<file path="config.mk">
export PLATFORM = sky130hd
export DESIGN_NAME = alu_rs_multi_entry
export DESIGN_NICKNAME = d
export VERILOG_FILES = /design/src/rtl/alu_rs_pkg.sv /design/src/rtl/alu_rs_entry.sv /design/src/rtl/alu_rs_multi_entry.sv
export SDC_FILE = /design/constraint.sdc
export NUM_CORES = 1
export LEC_CHECK = 0
export ABC_AREA = 1
export CAP_MARGIN = 20
export CORE_ASPECT_RATIO = 0.8
export CORE_UTILIZATION = 66
export DETAILED_ROUTE_END_ITERATION = 8
export PLACE_DENSITY = 0.85
export SETUP_SLACK_MARGIN = 0.3
export SKIP_CTS_REPAIR_TIMING = 1
export SYNTH_ARGS = -nofsm -noshare
export SYNTH_HDL_FRONTEND = slang
export SYNTH_SLANG_ARGS = --single-unit
</file>
<file path="constraint.sdc">
create_clock -name clk -period 8.71 [get_ports clk]
set_clock_uncertainty 0.2 [all_clocks]
set_input_delay 1.742 -clock clk [delete_from_list [all_inputs] [get_ports clk]]
set_output_delay 1.742 -clock clk [all_outputs]
set_load 0.02 [all_outputs]
</file>
<file path="src/rtl/alu_rs_pkg.sv">
// ---------------------------------------------------------------------------
// alu_rs_pkg : opcodes and shared ALU function for the ALU reservation stations
// Revision 1.0
// ---------------------------------------------------------------------------
`default_nettype none

package alu_rs_pkg;

  localparam int ALU_OP_WIDTH  = 2;
  localparam int ALU_MAX_WIDTH = 64;

  localparam logic [ALU_OP_WIDTH-1:0] ALU_OP_ADD = 2'd0;
  localparam logic [ALU_OP_WIDTH-1:0] ALU_OP_SUB = 2'd1;
  localparam logic [ALU_OP_WIDTH-1:0] ALU_OP_AND = 2'd2;
  localparam logic [ALU_OP_WIDTH-1:0] ALU_OP_XOR = 2'd3;

  // Operands are zero-extended by the caller; the caller truncates the result.
  function automatic logic [ALU_MAX_WIDTH-1:0] alu_compute(
    input logic [ALU_OP_WIDTH-1:0]  op,
    input logic [ALU_MAX_WIDTH-1:0] a,
    input logic [ALU_MAX_WIDTH-1:0] b
  );
    logic [ALU_MAX_WIDTH-1:0] r;
    case (op)
      ALU_OP_ADD: r = a + b;
      ALU_OP_SUB: r = a - b;
      ALU_OP_AND: r = a & b;
      ALU_OP_XOR: r = a ^ b;
      default:    r = a + b;
    endcase
    return r;
  endfunction

endpackage

`default_nettype wire

</file>
<file path="src/rtl/alu_rs_entry.sv">
// ---------------------------------------------------------------------------
// alu_rs_entry : one reservation-station entry with CDB snoop and dispatch bypass
// Revision 1.0
// ---------------------------------------------------------------------------
`default_nettype none

module alu_rs_entry
  import alu_rs_pkg::*;
#(
  parameter int DATA_WIDTH    = 8,
  parameter int CDB_TAG_WIDTH = 4
) (
  input  logic                     clk,
  input  logic                     rst_n,
  input  logic                     alloc,
  input  logic [ALU_OP_WIDTH-1:0]  op,
  input  logic [CDB_TAG_WIDTH-1:0] dest_tag,
  input  logic [DATA_WIDTH-1:0]    a_data,
  input  logic                     a_valid,
  input  logic [DATA_WIDTH-1:0]    b_data,
  input  logic                     b_valid,
  input  logic                     cdb_in_valid,
  input  logic [CDB_TAG_WIDTH-1:0] cdb_in_tag,
  input  logic [DATA_WIDTH-1:0]    cdb_in_data,
  input  logic                     free_en,
  output logic                     busy,
  output logic                     ready,
  output logic [CDB_TAG_WIDTH-1:0] tag,
  output logic [DATA_WIDTH-1:0]    result
);

  logic                     busy_q,  busy_d;
  logic [ALU_OP_WIDTH-1:0]  op_q,    op_d;
  logic [CDB_TAG_WIDTH-1:0] dest_q,  dest_d;
  logic [DATA_WIDTH-1:0]    a_val_q, a_val_d, b_val_q, b_val_d;
  logic                     a_vld_q, a_vld_d, b_vld_q, b_vld_d;
  logic [CDB_TAG_WIDTH-1:0] a_tag_q, a_tag_d, b_tag_q, b_tag_d;
  logic [ALU_MAX_WIDTH-1:0] a_ext, b_ext;

  always_comb begin
    busy_d  = busy_q;
    op_d    = op_q;
    dest_d  = dest_q;
    a_val_d = a_val_q;
    a_vld_d = a_vld_q;
    a_tag_d = a_tag_q;
    b_val_d = b_val_q;
    b_vld_d = b_vld_q;
    b_tag_d = b_tag_q;
    if (alloc) begin
      busy_d  = 1'b1;
      op_d    = op;
      dest_d  = dest_tag;
      a_tag_d = a_data[CDB_TAG_WIDTH-1:0];
      b_tag_d = b_data[CDB_TAG_WIDTH-1:0];
      // A producer broadcasting in the dispatch cycle is caught here, not lost.
      if (a_valid) begin
        a_vld_d = 1'b1;
        a_val_d = a_data;
      end else if (cdb_in_valid && cdb_in_tag == a_data[CDB_TAG_WIDTH-1:0]) begin
        a_vld_d = 1'b1;
        a_val_d = cdb_in_data;
      end else begin
        a_vld_d = 1'b0;
        a_val_d = '0;
      end
      if (b_valid) begin
        b_vld_d = 1'b1;
        b_val_d = b_data;
      end else if (cdb_in_valid && cdb_in_tag == b_data[CDB_TAG_WIDTH-1:0]) begin
        b_vld_d = 1'b1;
        b_val_d = cdb_in_data;
      end else begin
        b_vld_d = 1'b0;
        b_val_d = '0;
      end
    end else begin
      if (free_en) busy_d = 1'b0;
      if (busy_q && !a_vld_q && cdb_in_valid && cdb_in_tag == a_tag_q) begin
        a_vld_d = 1'b1;
        a_val_d = cdb_in_data;
      end
      if (busy_q && !b_vld_q && cdb_in_valid && cdb_in_tag == b_tag_q) begin
        b_vld_d = 1'b1;
        b_val_d = cdb_in_data;
      end
    end
  end

  always_ff @(posedge clk or negedge rst_n) begin
    if (!rst_n) begin
      busy_q  <= 1'b0;
      op_q    <= '0;
      dest_q  <= '0;
      a_val_q <= '0;
      a_vld_q <= 1'b0;
      a_tag_q <= '0;
      b_val_q <= '0;
      b_vld_q <= 1'b0;
      b_tag_q <= '0;
    end else begin
      busy_q  <= busy_d;
      op_q    <= op_d;
      dest_q  <= dest_d;
      a_val_q <= a_val_d;
      a_vld_q <= a_vld_d;
      a_tag_q <= a_tag_d;
      b_val_q <= b_val_d;
      b_vld_q <= b_vld_d;
      b_tag_q <= b_tag_d;
    end
  end

  always_comb begin
    a_ext                 = '0;
    a_ext[DATA_WIDTH-1:0] = a_val_q;
    b_ext                 = '0;
    b_ext[DATA_WIDTH-1:0] = b_val_q;
  end

  assign busy   = busy_q;
  assign ready  = busy_q && a_vld_q && b_vld_q;
  assign tag    = dest_q;
  assign result = DATA_WIDTH'(alu_compute(op_q, a_ext, b_ext));

endmodule

`default_nettype wire

</file>
<file path="src/rtl/alu_rs_multi_entry.sv">
// ---------------------------------------------------------------------------
// alu_rs_multi_entry : NUM_ENTRIES-deep ALU reservation station, one CDB port
// Revision 1.0
// ---------------------------------------------------------------------------
`default_nettype none

module alu_rs_multi_entry
  import alu_rs_pkg::*;
#(
  parameter int DATA_WIDTH    = 8,
  parameter int CDB_TAG_WIDTH = 4,
  parameter int NUM_ENTRIES   = 4,
  parameter int IDX_WIDTH     = $clog2(NUM_ENTRIES)
) (
  input  logic                     clk,
  input  logic                     rst_n,
  input  logic                     cdb_in_valid,
  input  logic [CDB_TAG_WIDTH-1:0] cdb_in_tag,
  input  logic [DATA_WIDTH-1:0]    cdb_in_data,
  input  logic                     dispatch_en,
  input  logic [ALU_OP_WIDTH-1:0]  dispatch_op,
  input  logic [CDB_TAG_WIDTH-1:0] dispatch_dest_tag,
  input  logic [DATA_WIDTH-1:0]    dispatch_a_data,
  input  logic                     dispatch_a_valid,
  input  logic [DATA_WIDTH-1:0]    dispatch_b_data,
  input  logic                     dispatch_b_valid,
  output logic                     dispatch_ready,
  output logic                     cdb_out_request,
  output logic [CDB_TAG_WIDTH-1:0] cdb_out_tag,
  output logic [DATA_WIDTH-1:0]    cdb_out_data,
  input  logic                     cdb_out_accepted,
  output logic [IDX_WIDTH:0]       occupancy
);

  logic [NUM_ENTRIES-1:0]   busy, ready, alloc, free_en;
  logic [CDB_TAG_WIDTH-1:0] ent_tag    [NUM_ENTRIES];
  logic [DATA_WIDTH-1:0]    ent_result [NUM_ENTRIES];

  logic                 free_found, ready_any, accept;
  logic [IDX_WIDTH-1:0] free_idx, ready_idx, offer_idx;
  logic                 lock_valid_q, lock_valid_d;
  logic [IDX_WIDTH-1:0] lock_idx_q,   lock_idx_d;

  for (genvar gi = 0; gi < NUM_ENTRIES; gi++) begin : g_entry
    alu_rs_entry #(
      .DATA_WIDTH   (DATA_WIDTH),
      .CDB_TAG_WIDTH(CDB_TAG_WIDTH)
    ) u_entry (
      .clk         (clk),
      .rst_n       (rst_n),
      .alloc       (alloc[gi]),
      .op          (dispatch_op),
      .dest_tag    (dispatch_dest_tag),
      .a_data      (dispatch_a_data),
      .a_valid     (dispatch_a_valid),
      .b_data      (dispatch_b_data),
      .b_valid     (dispatch_b_valid),
      .cdb_in_valid(cdb_in_valid),
      .cdb_in_tag  (cdb_in_tag),
      .cdb_in_data (cdb_in_data),
      .free_en     (free_en[gi]),
      .busy        (busy[gi]),
      .ready       (ready[gi]),
      .tag         (ent_tag[gi]),
      .result      (ent_result[gi])
    );
  end

  // Both encoders scan high-to-low so the lowest index wins.
  always_comb begin
    free_found = 1'b0;
    free_idx   = '0;
    ready_any  = 1'b0;
    ready_idx  = '0;
    for (int i = NUM_ENTRIES - 1; i >= 0; i--) begin
      if (!busy[i]) begin
        free_found = 1'b1;
        free_idx   = IDX_WIDTH'(i);
      end
      if (ready[i]) begin
        ready_any = 1'b1;
        ready_idx = IDX_WIDTH'(i);
      end
    end
  end

  assign dispatch_ready  = free_found;
  assign cdb_out_request = lock_valid_q || ready_any;
  assign offer_idx       = lock_valid_q ? lock_idx_q : ready_idx;
  assign accept          = cdb_out_request && cdb_out_accepted;
  assign cdb_out_tag     = cdb_out_request ? ent_tag[offer_idx]    : '0;
  assign cdb_out_data    = cdb_out_request ? ent_result[offer_idx] : '0;

  always_comb begin
    alloc     = '0;
    free_en   = '0;
    occupancy = '0;
    for (int i = 0; i < NUM_ENTRIES; i++) begin
      alloc[i]   = dispatch_en && free_found && (free_idx == IDX_WIDTH'(i));
      free_en[i] = accept && (offer_idx == IDX_WIDTH'(i));
      occupancy  = occupancy + (IDX_WIDTH + 1)'(busy[i]);
    end
  end

  // The first unaccepted offer pins the output until the arbiter takes it.
  always_comb begin
    lock_valid_d = lock_valid_q;
    lock_idx_d   = lock_idx_q;
    if (accept) begin
      lock_valid_d = 1'b0;
    end else if (cdb_out_request && !lock_valid_q) begin
      lock_valid_d = 1'b1;
      lock_idx_d   = ready_idx;
    end
  end

  always_ff @(posedge clk or negedge rst_n) begin
    if (!rst_n) begin
      lock_valid_q <= 1'b0;
      lock_idx_q   <= '0;
    end else begin
      lock_valid_q <= lock_valid_d;
      lock_idx_q   <= lock_idx_d;
    end
  end

endmodule

`default_nettype wire

</file>
# After elaboration in Yosys (flattened, before gate mapping)
# Index checks and enable logic that the tools add are counted.
[word_totals]
mem_bits_ro = 0
latch_bits = 0
wordCells = 242
reg_bits = 135
inputBits = 41
memories = 0
output_inout_bits = 17
ramBits = 0
[op_classes]
addsub = 11
eq_ne = 28
muxes = 79
div_mod_pow = 0
n_reduce_logical = 75
shift = 0
mul = 0
order_cmp = 1
bitwise_logic = 10
[op_table]
columns = ["op", "count"]
rows = [
  ["$mux W8", 23],
  ["$pmux W8 S4", 4],
  ["$logic_and A1 B1 Y1", 45],
  ["$eq A4 B4 Y1", 10],
  ["$mux W1", 38],
  ["$add A8 B8 Y8", 4],
  ["$and A8 B8 Y8", 4],
  ["$sub A8 B8 Y8", 4],
  ["$xor A8 B8 Y8", 4],
  ["$reduce_bool A2 Y1", 13],
  ["$eq A2 B2 Y1 const B", 12],
  ["$mux W2", 9],
  ["$bmux W8 S2", 1],
  ["$eq A2 B1 Y1 const B", 6],
  ["$logic_not A2 Y1", 6],
  ["$mux W4", 3],
  ["$logic_not A1 Y1", 9],
  ["$bmux W4 S2", 1],
  ["$add A2 B1 Y3", 1],
  ["$add A3 B1 Y3", 1],
  ["$ge A3 B3 Y1 const B", 1],
  ["$not A2 Y3", 1],
  ["$add A1 B1 Y2", 1],
  ["$reduce_and A2 Y1", 1],
  ["other kinds (2)", 2],
]

# Depth between registers and ports, before layout
[logic_depth]
word_depth = 12
mapped_depth = 20
mapped_depth_nobuf = 20

# By module
# A second synthesis with hierarchy kept.
[hier_totals]
hier_cells = 1889
area_unflattened_um2 = 12431.9
[by_module_without_submodules]
columns = ["module", "instances", "cells_per_inst", "area_per_inst_um2"]
rows = [
  ["alu_rs_entry at g_entry[0].u_entry ...", 3, 431, 2890.3],
  ["alu_rs_entry at g_entry[2].u_entry", 1, 431, 2885.3],
  ["alu_rs_multi_entry", 1, 165, 875.8],
]

# Worst setup path after synthesis
# OpenSTA, ideal clock, no wires.
[synth_path]
path_type = "reg2out"
startpoint = "reg g_entry[0].u_entry.b_val_q[0]"
endpoint = "out cdb_out_data[7]"
stages_incl_launch_ff = 21
arrival_ns = 2.457
path_slack_ns = 4.311
cell_sequence = "dfrtp_1 -> inv_1 -> ha_1 -> inv_1 -> nor3_1 -> inv_1 -> o31ai_1 -> xor2_1 -> inv_1 -> ha_1 -> nand2_1 -> inv_1 -> a21oi_1 -> nand2_1 -> inv_1 -> nand2_1 -> nand3_1 -> nand2_1 -> nand2_1 -> nand3_1 -> nor2_1"
[synth_via]
elab_chain_len = 6
elab_cells_between_ends = 7
[synth_lines]
columns = ["element", "line_no", "source"]
rows = [
  ["start, declared", "alu_rs_entry.sv:35", "logic [DATA_WIDTH-1:0] a_val_q, a_val_d, b_val_q, b_val_d;"],
  ["start signal, assigned", "alu_rs_entry.sv:108", "b_val_q <= b_val_d;"],
  ["$sub A8 B8 Y8 or $add A8 B8 Y8 (tied branches)", "alu_rs_pkg.sv:26, alu_rs_pkg.sv:25", ""],
  ["$pmux W8 S4 *", "alu_rs_pkg.sv:24", "case (op)"],
  ["$bmux W8 S2 *", "alu_rs_multi_entry.sv:92", "assign cdb_out_data = cdb_out_request ? ent_result[offer_idx] : '0;"],
  ["$mux W8 (not written as such) * (2 in a row)", "alu_rs_multi_entry.sv:92", ""],
  ["$mux W8 *", "alu_rs_multi_entry.sv:92", ""],
  ["end, declared", "alu_rs_multi_entry.sv:30", "output logic [DATA_WIDTH-1:0] cdb_out_data,"],
]
# Mark *: on every way between the ends. The rest lies on a longest branch, timed or not. The select of a mux whose other input is x is not followed.

# Worst setup path after layout
[layout_path]
startpoint = "reg g_entry[2].u_entry.b_val_q[0]"
endpoint = "out cdb_out_data[7]"
[layout_via]
elab_chain_len = 6
elab_cells_between_ends = 7
[layout_lines]
columns = ["element", "line_no"]
rows = [
  ["start, declared", "alu_rs_entry.sv:35"],
  ["start signal, assigned", "alu_rs_entry.sv:108"],
  ["$sub A8 B8 Y8 or $add A8 B8 Y8 (tied branches)", "alu_rs_pkg.sv:26, alu_rs_pkg.sv:25"],
  ["$pmux W8 S4 *", "alu_rs_pkg.sv:24"],
  ["$bmux W8 S2 *", "alu_rs_multi_entry.sv:92"],
  ["$mux W8 (not written as such) * (2 in a row)", "alu_rs_multi_entry.sv:92"],
  ["$mux W8 *", "alu_rs_multi_entry.sv:92"],
]
# Marked as above.

==> run metrics <==
most frequent cells after synthesis nand2_1 (364), inv_1 (140), dfrtp_1 (135); leading area contributor after synthesis dfrtp_1; Port Buffers 57; Yosys reg bits ~140; most frequent CP cell nand2_1; largest net degree at the start of global routing between 70 and 80; Slew HR 32.39%; Data required, critical path 6.77 ns; Clock Sink Count ~140; io pins a little under 60; worst hold path class flip-flop to flip-flop; GRT Total Usage between 30 and 40%; worst-margin pin slew 1.004 ns; Synth Net Count 1419; Synth Instances between 1000 and 1500; worst path cell trace inv_1, ha_1, inv_1, nor3_1, inv_1, o31ai_1, xor2_1, ha_1, nand2_1, inv_1, nand2_1, nand2_1, a21oi_1, nand3_1, nand3_1, nand2_1, nand2_1, nand2_1, nor2_1, clkdlybuf4s50_1; number of remaining DRC errors 2; initial antenna violation count 0; height of the die approximately 110 um; worst skew pair latency 0.43 ns; Via-to-Cell Ratio 6.252; Initial Util about two thirds; detailed-route wire length just under 30 mm; Fin Setup TNS 0 ns; Iter 0 DRT Violations between 1000 and 1500; Main synth FF type dfrtp_1; total grt overflow 0; EDFF count, synth 0; area grow syn2layout 11.73%; vias a little under 10000; Core Box Area 14440 um^2; slowest CP cell clkdlybuf4s50_1; via count of the first global-routing pass a little under 9000; Setup CP Type flip-flop to output port; Final Hold Fails 0; CTS Root Buffer Type clkbuf_16; RePlAce Congestion approximately 0.93; failing checks design-rule violations; most numerous cell in the Yosys netlist nand2_1; RSZ-0062 raised after global routing no; layout cell share with drive strength beyond 1 ~5.7%; Final Cycle Share ~65%; fin nets 1457; clock-pin slew of the registers on the worst-case setup and hold paths 0.07 ns; global-route wire length before repair ~47 mm; Initial DRT Pass Iterations 9; mapped cell area 9874 um^2; Max clock buf depth 2; Final ANT Viol Nets 0; top cell type's share of synthesized area 34.21%; outcome complete, but fails checks; Pins Over Slew Limit 0; Final HPWL DP ~21 mm; max-cap viol count 0; Largest stage delay, worst path about 0.62 ns; Die X 138.8 um; Synth async-reset ratio between 90% and 100%; CP startpoint kind flip-flop; synth top area cells dfrtp_1 (34%), nand2_1 (14%), ha_1 (8.4%); Inserted Diodes 0; CP Max Fanout 4; Worst setup EP type output port; post-synth cell types between 40 and 50; fillers 1078; Syn Area/Cell roughly 7.6 um^2; crit path DAT about 3.8 ns; final worst path period need ~5.7 ns; routed len/inst about 19 um; # rows 39; CTS tree yes; YS warnings 0; die area 15460 um^2; f_max 0.1754 GHz; # setup viols final 0; Seq/Total Area, Yosys around 34%; H-tree levels 4; Num CTS Buffers 17
state kept, by name, summed over array words and instances (netlist names):
register / cells
g_entry.u_entry.a_vld_q: 4
lock_idx_q: 2
g_entry.u_entry.b_vld_q: 4
g_entry.u_entry.b_val_q: 32
g_entry.u_entry.busy: 4
g_entry.u_entry.a_val_q: 32
lock_valid_q: 1
g_entry.u_entry.a_tag_q: 16
g_entry.u_entry.tag: 16
g_entry.u_entry.op_q: 8
g_entry.u_entry.b_tag_q: 16
routing by layer:
metal | up-vias | wire [um] | part of all wire (%) | track usage [%]
li1 | 4507 | - | - | -
met1 | 4443 | 12510 | 42 | 57.77
met5 | - | 0 | 0 | 0
met3 | 87 | 3749 | 13 | 9.849
met4 | 0 | 714 | 2.4 | 12.30
met2 | 604 | 12560 | 43 | 57.60
layout make-up:
class	instances	area, um^2	share of cell area [%]
Multi-Input combinational cell	975	5672	51.41
Sequential cell	135	3378	30.62
Clock buffer	18	429.2	3.890
Inverter	154	578.1	5.239
Clock inverter	14	138.9	1.259
Timing Repair Buffer	62	606.8	5.500
Tap cell	184	230.2	2.087
placed cells by master (no fill, tap or decap), types with 5 or more instances in the layout:
cell type        synthesis  routed
o31ai_1                  5       5
clkinv_1                 7       7
o21ai_0                 83      83
o22a_1                   9       9
o221ai_1                36      36
xor2_1                  30      30
dfrtp_1                135     135
inv_1                  140     140
nand2_1                364     362
ha_1                    66      66
o21ai_1                 11      11
fa_1                     5       5
nand4_2                  5       5
inv_2                    7       7
clkbuf_16                0      17
xnor2_1                 32      32
nor2_1                  58      58
nand3_1                118     118
clkdlybuf4s50_1          0      56
nand4_1                 20      20
inv_6                    0       5
o211ai_1                38      38
nor3_1                  13      13
o21bai_1                 7       7
or2_2                    7       7
a21oi_1                 23      23
o22ai_1                 17      17
cells by family (layout without fill, tap and decap cells):
| logic type | after synthesis | count (layout) | synth area share [%] |
|---|---|---|---|
| compound gates | 238 | 238 | 15.60 |
| simple gates | 600 | 600 | 26.46 |
| flops | 135 | 135 | 34.21 |
| buf+inv | 197 | 248 | 8.401 |
| fa+ha+maj | 71 | 71 | 9.377 |
| xor+xnor | 62 | 62 | 5.499 |
| mux | 4 | 4 | 0.4561 |
critical path: cells and delay by family (launching register included):
kind,cells,cell delay (ns)
simple gates,10,0.91
buf+inv,5,0.90
compound gates,2,0.46
fa+ha+maj,2,0.44
flops,1,0.41
xor+xnor,1,0.20
metrics by stage:
step	util (%)	hold slack [ns]	instances	setup WS [ns]	area (um^2)
global route	76.39	0.3222	1542	2.716	11030
detailed placement	72.42	0.2740	1509	3.532	10460
CTS	76.35	0.2883	1541	3.063	11030
global placement	72.42	0.2667	1509	3.616	10460
finish	76.39	0.2908	1542	3.008	11030
floorplan	-	0.2536	1307	4.311	9874
final timing paths:
path	start	to	slack, ns	cells past startpoint
hold / removal	g_entry[0].u_entry.tag[1]	g_entry[0].u_entry.tag[1]	0.29	2
setup reg to reg	g_entry[2].u_entry.busy	g_entry[3].u_entry.a_val_q[0]	5.93	10
min in group asynchronous	rst_n	g_entry[1].u_entry.op_q[0]	1.09	1
hold reg to reg	g_entry[0].u_entry.tag[1]	g_entry[0].u_entry.tag[1]	0.29	2
max in group asynchronous	rst_n	g_entry[3].u_entry.b_val_q[7]	5.83	2
setup / recovery	g_entry[2].u_entry.b_val_q[0]	cdb_out_data[7]	3.01	20
Power is left out: the tool's default activity adds up to more than one toggle a clock period on the data nets, which glitch-free logic cannot reach.
